## config.mk

```make
export PLATFORM = sky130hd
export DESIGN_NAME = divider
export DESIGN_NICKNAME = d
export VERILOG_FILES = /design/src/rtl/div_pkg.sv /design/src/rtl/div_step.sv /design/src/rtl/divider.sv
export SDC_FILE = /design/constraint.sdc
export NUM_CORES = 1
export LEC_CHECK = 0
export CAP_MARGIN = 40
export CORE_UTILIZATION = 39
export DETAILED_ROUTE_END_ITERATION = 10
export PLACE_DENSITY = 0.61
export SLEW_MARGIN = 20
export SYNTH_ARGS = -nofsm -noshare
export SYNTH_HDL_FRONTEND = slang
export SYNTH_SLANG_ARGS = --single-unit
```

## constraint.sdc

```tcl
create_clock -name clk -period 8.4 [get_ports clk]
set_clock_uncertainty 0.15 [all_clocks]
set_input_delay 2.52 -clock clk [delete_from_list [all_inputs] [get_ports clk]]
set_output_delay 2.52 -clock clk [all_outputs]
set_load 0.01 [all_outputs]
```

## src/rtl/div_pkg.sv

```systemverilog
// Shared constants and types for the iterative restoring divider.
package div_pkg;
  localparam int DIV_W = 32;
  localparam int CNT_W = 5;
  localparam logic [31:0] DIV0_QUO = 32'hFFFF_FFFF;

  typedef enum logic [1:0] {
    IDLE = 2'd0,
    CALC = 2'd1,
    DONE = 2'd2
  } div_state_e;
endpackage

```

## src/rtl/div_step.sv

```systemverilog
// One restoring shift-subtract iteration: shift in the next dividend bit,
// subtract the divisor if it fits, emit the quotient bit.
module div_step #(
  parameter int DIV_W = div_pkg::DIV_W
) (
  input  logic [DIV_W-1:0] prem,
  input  logic             dvd_bit,
  input  logic [DIV_W-1:0] dsr,
  output logic [DIV_W-1:0] nrem,
  output logic             qbit
);
  logic [DIV_W:0] shifted;
  logic [DIV_W:0] diff;

  always_comb begin
    shifted = {prem, dvd_bit};
    diff    = shifted - {1'b0, dsr};
    qbit    = (shifted >= {1'b0, dsr});
    nrem    = qbit ? diff[DIV_W-1:0] : shifted[DIV_W-1:0];
  end
endmodule

```

## src/rtl/divider.sv

```systemverilog
// Multi-cycle restoring divider, one quotient bit per CALC cycle.
// DIVIDER_SIGNED_EN adds the div_signed port and two's-complement fix-up.
module divider
  import div_pkg::*;
#(
  parameter int DIV_W = div_pkg::DIV_W
) (
  input  logic             clk,
  input  logic             resetn,
  input  logic             div_begin,
`ifdef DIVIDER_SIGNED_EN
  input  logic             div_signed,
`endif
  input  logic [DIV_W-1:0] div_op1,
  input  logic [DIV_W-1:0] div_op2,
  output logic [DIV_W-1:0] div_quo,
  output logic [DIV_W-1:0] div_rem,
  output logic             div_end,
  output logic             div_busy
);
  div_state_e       state, nxt;
  logic [CNT_W-1:0] cnt;
  logic [DIV_W-1:0] dvd;   // dividend bits shift out, quotient bits shift in
  logic [DIV_W-1:0] prem;
  logic [DIV_W-1:0] dsr;
  logic [DIV_W-1:0] nrem;
  logic             qbit;

`ifdef DIVIDER_SIGNED_EN
  logic             neg_q, neg_r, div0;
  logic             op1_neg, op2_neg;
  logic [DIV_W-1:0] op1_mag, op2_mag;

  // Negating 0x80..0 wraps back to itself, which is exactly its unsigned magnitude.
  always_comb begin
    op1_neg = div_signed & div_op1[DIV_W-1];
    op2_neg = div_signed & div_op2[DIV_W-1];
    op1_mag = op1_neg ? -div_op1 : div_op1;
    op2_mag = op2_neg ? -div_op2 : div_op2;
  end
`endif

  div_step #(.DIV_W(DIV_W)) u_step (
    .prem    (prem),
    .dvd_bit (dvd[DIV_W-1]),
    .dsr     (dsr),
    .nrem    (nrem),
    .qbit    (qbit)
  );

  always_comb begin
    nxt = state;
    case (state)
      IDLE:    if (div_begin) nxt = CALC;
      CALC:    if (!div_begin) nxt = IDLE;
               else if (cnt == CNT_W'(DIV_W-1)) nxt = DONE;
      DONE:    if (!div_begin) nxt = IDLE;
      default: nxt = IDLE;
    endcase
  end

  assign div_busy = (state == CALC);

  always_ff @(posedge clk) begin
    if (!resetn) begin
      state   <= IDLE;
      cnt     <= '0;
      dvd     <= '0;
      prem    <= '0;
      dsr     <= '0;
      div_quo <= '0;
      div_rem <= '0;
      div_end <= 1'b0;
`ifdef DIVIDER_SIGNED_EN
      neg_q   <= 1'b0;
      neg_r   <= 1'b0;
      div0    <= 1'b0;
`endif
    end else begin
      state   <= nxt;
      // Registered one cycle behind DONE, so it lingers a cycle after div_begin drops.
      div_end <= (state == DONE);
      case (state)
        IDLE: if (div_begin) begin
          cnt  <= '0;
          prem <= '0;
`ifdef DIVIDER_SIGNED_EN
          dvd   <= op1_mag;
          dsr   <= op2_mag;
          neg_q <= op1_neg ^ op2_neg;
          neg_r <= op1_neg;
          div0  <= (div_op2 == '0);
`else
          dvd  <= div_op1;
          dsr  <= div_op2;
`endif
        end
        CALC: begin
          dvd  <= {dvd[DIV_W-2:0], qbit};
          prem <= nrem;
          cnt  <= cnt + 1'b1;
        end
        DONE: begin
`ifdef DIVIDER_SIGNED_EN
          // A zero divisor leaves |op1| in prem; sign restore gives back op1 itself.
          div_quo <= div0 ? DIV_W'(DIV0_QUO) : (neg_q ? -dvd : dvd);
          div_rem <= neg_r ? -prem : prem;
`else
          div_quo <= dvd;
          div_rem <= prem;
`endif
        end
        default: ;
      endcase
    end
  end
endmodule

```

# Yosys cells after proc, flatten, opt, wreduce, memory -nomap -nowiden
# Cells that the tools add are included.
totals:
  wordCells: 34
  ff_bits: 168
  output_inout_bits: 66
op_classes:
  add_sub_neg: 2
  order_cmp: 1
  reduce_logical: 5
  muxes: 12
  n_eq_ne: 6
op_table:
  columns: ["op", "count"]
  rows:
  - ["one-hot mux 32 bit (2 select lines)", 2]
  - ["2-to-1 mux 32 bit", 3]
  - [">= comparator 33 x 32 -> 1 bit", 1]
  - ["subtractor 32 bit", 1]
  - ["one-hot mux 5 bit (2 select lines)", 1]
  - ["2-to-1 mux 2 bit", 4]
  - ["one-hot mux 2 bit (3 select lines)", 1]
  - ["adder 5 x 1 -> 5 bit, second input constant", 1]
  - ["equality test 5 bit, second input constant", 1]
  - ["2-to-1 mux 5 bit", 1]
  - ["inequality test 2 bit, second input constant", 2]
  - ["AND reduction 2 bit", 2]
  - ["inequality test 3 x 2 -> 1 bit, second input constant", 1]
  - ["AND reduction 3 bit", 1]
  - ["equality test 2 x 1 -> 1 bit, second input constant", 1]
  - ["equality test 2 bit, second input constant", 1]
  - ["zero test 2 bit", 1]
  - ["nonzero test 2 bit", 1]

# Depth between registers and ports, before layout
# Gate-level depths: netlist (run 1).
logic_depth:
  word_depth: 4
  depth_mapped: 13

# Cells and area by module
# Synthesis (run 1) repeated with hierarchy kept, for this count alone.
unflattened:
  hier_cells: 1104
  area_unflattened_um2: 9058.7
modules_own_cells:
  columns: ["module", "seq_area_each_um2", "area_each_um2", "cells_per_inst", "instances"]
  rows:
  - ["divider", 3363.2, 6727.7, 781, 1]
  - ["div_step", 0.0, 2331.0, 323, 1]

# Least setup slack after synthesis (run 1)
# Ideal clock, no wire load.
synth_path:
  path_type: "register to output"
  start: "register state[0]"
  end: "output port div_busy"
  path_stages_with_launch: 5
  arrival_time_ns: 1.109
  t_required_ns: 5.730
  setup_slack_ns: 4.621
  n_path_buf: 2
  cell_sequence: "dfxtp_1 -> clkbuf_1 -> nand2_1 -> clkinv_1 -> clkbuf_1"
synth_between:
  elab_chain_len: 1
synth_rtl:
  columns: ["element", "line", "rtl"]
  rows:
  - ["start: declaration", "divider.sv:21", "div_state_e state, nxt;"]
  - ["start signal: assignment", "divider.sv:80", "state <= nxt;"]
  - ["equality test 2 x 1 -> 1 bit", "divider.sv:62", "assign div_busy = (state == CALC);"]
  - ["end: declaration", "divider.sv:19", "output logic div_busy"]
# No other way between the ends.

# Worst setup path after layout (run 1)
layout_path:
  start: "register state[1]"
  end: "output port div_busy"
# The elaborated chain is that of the path after synthesis.

==> results of run 1 <==
## per-stage QoR
stage	cells	power [W]	hold WS (ps)	setup slack (ps)	util
final	1435	0.00330	305	3290	0.505
after global routing	1435	0.00353	320	3090	0.505
after CTS	1434	0.00330	306	3260	0.504
after detailed placement	1403	0.00251	297	3300	0.476
after global placement	1401	0.00251	293	3300	0.473
after floorplan	1055	0.00220	285	4620	-
## final cells by class
class / instances / share of cell area
Clock buffer: 18 / 0.0419
Tap cell: 270 / 0.0330
Multi-Input combinational cell: 778 / 0.425
Timing Repair Buffer: 144 / 0.141
Inverter: 44 / 0.0164
Sequential cell: 168 / 0.328
Clock inverter: 13 / 0.0145
## sequential cells by signal, indices dropped and copies added (netlist names)
name,count
dsr,32
div_rem,32
dvd,32
cnt,5
div_quo,32
state,2
prem,32
div_end,1
## critical path, stage by stage, from the launching register on
cell	delay, ps
dfxtp_1	370
inv_1	300
nand2_1	440
buf_8	310
clkinv_1	60
clkdlybuf4s50_1	520
## metal layers
layer	share of wire	wire length [um]	vias to the layer above
met3	0.048	1030	17
met4	0.0095	201	0
li1	-	-	3819
met2	0.43	9190	176
met1	0.51	10800	3455
met5	0	0	-
## power groups by stage
stage	Clock, W	Combinational [W]	Sequential (W)
3_3_place_gp	0	0.00156	0.000951
2_1_floorplan	0	0.00127	0.000927
4_1_cts	0.000794	0.00157	0.000934
3_5_place_dp	0	0.00156	0.000952
6_report	0.000779	0.00159	0.000934
5_1_grt	0.000827	0.00176	0.000945
## cell usage after synthesis, types with 7 or more instances
cell,n,area [sq um]
mux2i_1,17,170
nand3_1,16,80.1
nand4_1,7,43.8
nor2_1,53,199
xnor2_1,15,131
o21a_1,8,60.1
dfxtp_1,168,3360
ha_1,34,425
o21ai_0,21,105
and3_1,9,56.3
clkbuf_1,59,221
o22ai_1,10,62.6
xor2_1,10,87.6
a21o_1,18,135
inv_1,41,154
o21ai_1,28,140
a21oi_1,135,676
nand2_1,295,1110
a311oi_1,25,219
## cells by family after synthesis
logic type               Yosys count
AND/OR/NAND/NOR                  406
AO/OA/AOI/OAI                    295
flip-flops                       168
buffers and inverters            109
adder cells (fa/ha/maj)           35
XOR/XNOR                          25
multiplexers                      17
## path summary, 6_finish.rpt
| check | slack, ps | endpoint | start | cells past startpoint |
|---|---|---|---|---|
| setup reg to reg | 4580 | prem[30]$_SDFFE_PN0P_ | dvd[31]$_SDFFE_PN0P_ | 12 |
| hold reg to reg | 300 | div_rem[5]$_SDFFE_PN0P_ | div_rem[5]$_SDFFE_PN0P_ | 2 |
| setup / recovery | 3290 | div_busy | state[1]$_SDFFE_PN0P_ | 5 |
| hold / removal | 300 | div_rem[5]$_SDFFE_PN0P_ | div_rem[5]$_SDFFE_PN0P_ | 2 |
==> reports/metrics.csv, run 1 <==
stage,metric,value,unit
power,switching power total,0.00131,W
logic_synthesis,XOR/XNOR Fraction of Synth Area,0.0269,
routing,drc violations,0,
final_layout,"most common cell after layout, fill and taps aside",nand2_1,
routing,first drt pass iteration count,5,
logic_synthesis,"Seq/Total Area, Yosys",0.414,
die,Initial Utilization,0.400,
logic_synthesis,Mapped Nets,1157,
final_layout,"Net count, final",1255,
routing,DR WL/cell,14.8,um
logic_synthesis,"FF+latch count, synth",168,
clock_tree,Worst-path clk slew,60,ps
logic_synthesis,main combinational cell family by area after synthesis,compound AO/OA/AOI/OAI gates,
logic_synthesis,post-synthesis adder-cell area fraction,0.0548,
routing,Vias,7467,
clock_tree,Clock Sinks,168,
global_route,pin count of the biggest net entering global routing,76,
final_layout,design area,0.0102,sq mm
worst_setup_path,WP data required,5730,ps
timing,min Tclk post-route,5110,ps
clock_tree,CTS Buf Count,17,
placement,cell area after placement,0.00965,sq mm
logic_synthesis,post-synthesis mux area share,0.0209,
placement,Final Wtd Congestion,0.838,
timing,"Period Utilization, post-route",0.609,
final_layout,Synth-to-Final Area Change,26.1,%
die,Die ar.,0.0214,sq mm
run_status,outcome,completed,
timing,Setup TNS,0,ps
power,Worst VDD drop,0.236,mV
global_route,busiest grt layer,met2,
routing,vias per cell,5.20,
clock_tree,CTS tree,done,
clock_tree,hold_buf cts,0,
final_layout,# diodes,0,
logic_synthesis,Compound-Gate Fraction of Synth Area,0.228,
timing,RSZ-0062 raised after global routing,false,
final_layout,"commonest non-fill, non-tap cells in the layout","nand2_1 (294), dfxtp_1 (168), a21oi_1 (135), clkdlybuf4s50_1 (132), nor2_1 (51)",
timing,Fmax,0.196,GHz
die,standard-cell rows,52,
logic_synthesis,Synth cell types,57,
clock_tree,H-tree level count,4,
global_route,grt total ovfl,0,
power,Seq pwr share,0.283,
worst_setup_path,Setup CP Type,reg2out,
logic_synthesis,Gate Count Post-Synth,1055,
power,combinational share of power,0.481,
routing,1st-iter DRT viols,436,
logic_synthesis,synth warn,0,
final_layout,area occupied by multi-input gates,0.00435,sq mm
logic_synthesis,Syn Area/Cell,7.70,sq um
power,Pleak,3.87,nW
die,die height,146,um
worst_setup_path,CP startpoint kind,register,
timing,worst-margin pin slew,789,ps
routing,Antenna Nets Post-Route,0,
final_layout,fillers,1989,
logic_synthesis,Post-synth EDFFs,0,
global_route,first-pass GRT wire length,35300,um
worst_setup_path,crit path DAT,2440,ps
timing,Slew HR,0.460,
logic_synthesis,Post-Synth Simple-Gate Area,0.203,
global_route,initial antenna violation count,0,
power,clock share of power,0.236,
timing,"Hold Vio Cnt, Final",0,
timing,"Setup violations, final",0,
min_path,worst min path class,reg2reg,
routing,final WL,21200,um
power,P per Cell Area,322,mW/mm^2
logic_synthesis,top_reg_cell synth,dfxtp_1,
flow_run,# Max-Cap Violations,0,
power,internal power,0.00200,W
placement,hpwl dp,14400,um
global_route,met2 Track Usage GR,0.303,
clock_tree,post_cts resized,0,
power,switching part of the total power,0.396,
worst_setup_path,critical path capture point type,primary output,
clock_tree,worst skew pair latency,430,ps
placement,IO buf count,132,
logic_synthesis,share of synthesized registers carrying an async set or reset,0,
logic_synthesis,"Cell Area, Synth",0.00813,sq mm
die,Core Region,0.0203,sq mm
clock_tree,clock buffer depth,2,
final_layout,layout cells sized above 1,0.0455,
global_route,GRT Resource Usage Total,0.203,
die,# IOs,133,
timing,final-report max-slew violation count,0,
final_layout,Reg area,0.00336,sq mm
clock_tree,post-CTS setup buffer count,0,
global_route,number of global-route vias before repair,6946,
clock_tree,CTS root buffer,clkbuf_16,
worst_setup_path,CP max FO,15,
global_route,met3 Usage GRT,0.0428,
global_route,GR Util met1,0.291,
die,die span in x,146,um
No activity file was read; power rests on OpenSTA's default activity.
==> run 2, diff against run 1 <==
- clock period: 8.4 -> 5.3 ns (I/O delays scaled with it)
==> reports/metrics.csv, run 2 (synthesis results as in run 1) <==
stage,metric,value,unit
routing,drc violations,0,
placement,Final Wtd Congestion,0.862,
timing,"Hold Vio Cnt, Final",0,
timing,RSZ-0062 raised after global routing,false,
global_route,number of global-route vias before repair,7158,
placement,hpwl dp,14700,um
die,# IOs,133,
global_route,pin count of the biggest net entering global routing,87,
power,Pleak,3.90,nW
power,Worst VDD drop,0.274,mV
global_route,first-pass GRT wire length,36300,um
worst_setup_path,CP startpoint kind,register,
placement,IO buf count,132,
final_layout,# diodes,0,
worst_setup_path,CP max FO,11,
routing,Vias,7467,
clock_tree,CTS root buffer,clkbuf_16,
final_layout,"Net count, final",1254,
worst_setup_path,crit path DAT,1920,ps
clock_tree,CTS Buf Count,17,
clock_tree,Clock Sinks,168,
die,die span in x,146,um
die,standard-cell rows,52,
global_route,initial antenna violation count,0,
worst_setup_path,critical path capture point type,primary output,
run_status,outcome,completed,
routing,final WL,21600,um
clock_tree,CTS tree,done,
placement,Setup WS pre-CTS,1480,ps
timing,final-report max-slew violation count,0,
timing,"Period Utilization, post-route",0.690,
global_route,grt total ovfl,0,
timing,Setup TNS,0,ps
clock_tree,Worst-path clk slew,70,ps
routing,1st-iter DRT viols,529,
final_layout,"most common cell after layout, fill and taps aside",nand2_1,
timing,final worst setup slack,1640,ps
die,die height,146,um
clock_tree,post_cts resized,0,
timing,worst-margin pin slew,825,ps
routing,DR WL/cell,15.0,um
timing,Slew HR,0.449,
routing,first drt pass iteration count,5,
flow_run,# Max-Cap Violations,0,
min_path,worst min path class,reg2reg,
final_layout,layout cells sized above 1,0.0464,
worst_setup_path,WP data required,3560,ps
power,P per Cell Area,521,mW/mm^2
timing,Fmax,0.274,GHz
die,Die ar.,0.0214,sq mm
clock_tree,worst skew pair latency,430,ps
timing,min Tclk post-route,3660,ps
worst_setup_path,Setup CP Type,reg2out,
routing,vias per cell,5.20,
final_layout,"commonest non-fill, non-tap cells in the layout","nand2_1 (294), dfxtp_1 (168), a21oi_1 (135), clkdlybuf4s50_1 (132), nor2_1 (51)",
timing,worst hold margin,304,ps
clock_tree,post-CTS setup buffer count,0,
clock_tree,clock buffer depth,2,
final_layout,Synth-to-Final Area Change,26.3,%
die,Initial Utilization,0.400,
routing,Antenna Nets Post-Route,0,
global_route,GRT Resource Usage Total,0.207,
die,Core Region,0.0203,sq mm
timing,"Setup violations, final",0,
clock_tree,hold_buf cts,0,
clock_tree,H-tree level count,4,
==> run 2: changes by cell type in the layout (fill, tap and decap cells not counted), moves of 2 or more <==
cell,previous run,this run
clkinvlp_4,5,1
buf_8,2,0
inv_6,2,4
inv_8,1,3
==> run 2: final cells by class <==
class | instances | area [sq um]
flip-flops and latches | 168 | 3360
fillers | 2051 | 10000
multi-input cells | 778 | 4350
clock inverters | 14 | 185
clock buffers | 18 | 439
inverters | 44 | 168
well taps | 270 | 338
repair buffers | 143 | 1420
==> run 2: worst max-delay path, cell delays in order, from the launching register on <==
cell and delay [ps]:
dfxtp_1 370, inv_1 330, nand2_1 160, clkinv_1 100, clkdlybuf4s50_1 530
==> run 2: worst paths after layout <==
path                           start                 endpoint  slack [ps]  cells after the start
min reg2reg  div_quo[3]$_SDFFE_PN0P_  div_quo[3]$_SDFFE_PN0P_         300                      2
max reg2reg     dvd[31]$_SDFFE_PN0P_    prem[28]$_SDFFE_PN0P_        1650                     12
min          div_quo[3]$_SDFFE_PN0P_  div_quo[3]$_SDFFE_PN0P_         300                      2
max            state[1]$_SDFFE_PN0P_                 div_busy        1640                      4
==> run 2: metal layers <==
layer | GRT usage | wire length, um | up-vias
met3 | 0.0375 | 934 | 21
met2 | 0.314 | 9250 | 185
met5 | 0 | 0 | -
met4 | 0.0573 | 263 | 0
met1 | 0.299 | 11100 | 3449
li1 | - | - | 3812
==> run 2: where the power goes <==
group,switching (W),internal (W)
sequential,0.000116,0.00137
clock,0.000559,0.000769
combinational,0.00144,0.00109
total,0.00211,0.00323
==> run 2: metrics by stage <==
stage               total power, W  cell area [sq um]  std cells  utilization
finish                     0.00535              10300       1435        0.506
global route               0.00570              10300       1435        0.506
CTS                        0.00535              10300       1435        0.506
detailed placement         0.00400               9640       1403        0.475
global placement           0.00400               9640       1403        0.475
floorplan                  0.00349               8130       1055            -
==> run 3, diff against run 2 <==
- PLACE_DENSITY: 0.61 -> 0.64
- clock period: 5.3 -> 3.3 ns (I/O delays scaled with it)
==> reports/metrics.csv, run 3 (synthesis results as in run 1) <==
stage,metric,value,unit
run_status,outcome,completed,
worst_setup_path,CP max FO,3,
clock_tree,Worst-path clk slew,70,ps
power,Pleak,3.95,nW
flow_run,# Max-Cap Violations,0,
placement,Setup WS pre-CTS,27.2,ps
worst_setup_path,Reg2Reg Setup Slack,110,ps
die,standard-cell rows,52,
die,Die ar.,0.0214,sq mm
global_route,number of global-route vias before repair,7006,
routing,DR WL/cell,14.8,um
clock_tree,hold_buf cts,0,
die,die height,146,um
global_route,initial antenna violation count,0,
timing,worst hold margin,304,ps
worst_setup_path,Setup CP Type,reg2reg,
routing,met2 WL,9560,um
global_route,pin count of the biggest net entering global routing,132,
timing,final-report max-slew violation count,0,
clock_tree,H-tree level count,4,
clock_tree,clock buffer depth,2,
final_layout,"most common cell after layout, fill and taps aside",nand2_1,
clock_tree,CTS root buffer,clkbuf_16,
worst_setup_path,CP max stage cell,fa_1,
final_layout,Synth-to-Final Area Change,27.6,%
timing,final worst setup slack,109,ps
final_layout,Reg area,0.00336,sq mm
worst_setup_path,Max stage delay on crit path,430,ps
timing,worst-margin pin slew,622,ps
timing,"Hold Vio Cnt, Final",0,
timing,Slew HR,0.586,
routing,Vias,7502,
final_layout,"Net count, final",1273,
min_path,hold path start,dsr[8]$_SDFFE_PN0P_,
clock_tree,worst skew pair latency,440,ps
timing,"Setup violations, final",0,
clock_tree,Clock Sinks,168,
final_layout,"commonest non-fill, non-tap cells in the layout","nand2_1 (294), dfxtp_1 (167), a21oi_1 (134), clkdlybuf4s50_1 (132), nor2_1 (51)",
final_layout,"Core Util, Final",0.511,
timing,Fmax,0.313,GHz
timing,min Tclk post-route,3190,ps
placement,Final Wtd Congestion,0.876,
final_layout,# diodes,0,
global_route,GRT Resource Usage Total,0.205,
min_path,Hold EP,dsr[8]$_SDFFE_PN0P_,
routing,met3 WL,871,um
placement,hpwl dp,14700,um
routing,drc violations,0,
routing,1st-iter DRT viols,564,
final_layout,Non-Filler Instances,1454,
global_route,first-pass GRT wire length,35600,um
worst_setup_path,Worst R2R Path Depth,13,
worst_setup_path,CP startpoint kind,register,
die,# IOs,133,
routing,final WL,21500,um
placement,Placed Cells,1420,
routing,first drt pass iteration count,8,
clock_tree,CTS tree,done,
final_layout,area occupied by multi-input gates,0.00437,sq mm
power,Tot Pwr,0.00858,W
timing,"Period Utilization, post-route",0.967,
routing,Max Used Layer,met4,
final_layout,layout cells sized above 1,0.0642,
die,die span in x,146,um
min_path,WHS Path Cells,2,
routing,Antenna Nets Post-Route,0,
power,P per Cell Area,828,mW/mm^2
worst_setup_path,Crit Reg-Reg Endpoint,prem[20]$_SDFFE_PN0P_,
die,Initial Utilization,0.400,
global_route,grt total ovfl,0,
clock_tree,CTS Buf Count,17,
routing,vias per cell,5.16,
worst_setup_path,worst-path cell chain,"inv_1, ha_1, fa_1, nor2b_2, o2111ai_1, a2111oi_2, buf_4, nor2_1, a31o_1, o211ai_1, nor3_1, or3_1, a211oi_2",
routing,met1 WL,10800,um
placement,IO buf count,132,
worst_setup_path,WP data required,3510,ps
worst_setup_path,Critical path buffers and inverters,2,
worst_setup_path,critical path capture point type,register,
worst_setup_path,r2r startpoint,dvd[31]$_SDFFE_PN0P_,
final_layout,fillers,2003,
power,Worst VDD drop,0.756,mV
die,Core Region,0.0203,sq mm
min_path,worst min path class,reg2reg,
worst_setup_path,crit path DAT,3400,ps
worst_setup_path,family with the most delay on the worst path,compound AO/OA/AOI/OAI gates,
-- run 3: final cells by class --
| type | count | share of cell area |
|---|---|---|
| Sequential cell | 168 | 0.325 |
| Timing Repair Buffer | 162 | 0.153 |
| Clock inverter | 13 | 0.0107 |
| Multi-Input combinational cell | 778 | 0.421 |
| Inverter | 44 | 0.0162 |
| Tap cell | 270 | 0.0326 |
| Clock buffer | 19 | 0.0418 |
-- run 3: what timing repair did --
action	CTS	global route
cloned	0	0
pin swaps	0	3
endpoints found under the setup margin	1	29
resized for setup	1	6
buffers inserted	0	2
-- run 3: worst max path at each step --
stage	startpoint	endpoint	slack, ps	cells after the start
6_report	dvd[31]$_SDFFE_PN0P_	prem[20]$_SDFFE_PN0P_	110	13
5_1_grt	dvd[31]$_SDFFE_PN0P_	prem[20]$_SDFFE_PN0P_	-30	13
4_1_cts	dvd[31]$_SDFFE_PN0P_	prem[18]$_SDFFE_PN0P_	30	13
3_5_place_dp	dvd[31]$_SDFFE_PN0P_	prem[28]$_SDFFE_PN0P_	30	13
3_3_place_gp	div_begin	prem[1]$_SDFFE_PN0P_	120	6
2_1_floorplan	dvd[31]$_SDFFE_PN0P_	prem[20]$_SDFFE_PN0P_	240	12
-- run 3: tightest hold or removal path, stage by stage (launching register included) --
cell,delay [ps]
dfxtp_1,310
nand2_1,50
a21oi_1,50
-- run 3: report_power, final --
| part | switching (W) | total, W | internal (W) |
|---|---|---|---|
| Sequential | 0.000172 | 0.00237 | 0.00220 |
| Combinational | 0.00232 | 0.00431 | 0.00199 |
| Clock | 0.000909 | 0.00190 | 0.000986 |
| Total | 0.00340 | 0.00858 | 0.00518 |
-- run 3: per-layer routing --
metal | GRT usage | up-vias
li1 | - | 3858
met1 | 0.290 | 3471
met2 | 0.316 | 153
met3 | 0.0369 | 20
met4 | 0.0630 | 0
met5 | 0 | -
-- run 3: stage by stage --
stage | cell area, sq um | setup TNS [ps]
6_report | 10400 | 0
5_1_grt | 10400 | -31.3
4_1_cts | 10300 | 0
3_5_place_dp | 9790 | 0
3_3_place_gp | 9780 | 0
2_1_floorplan | 8130 | 0
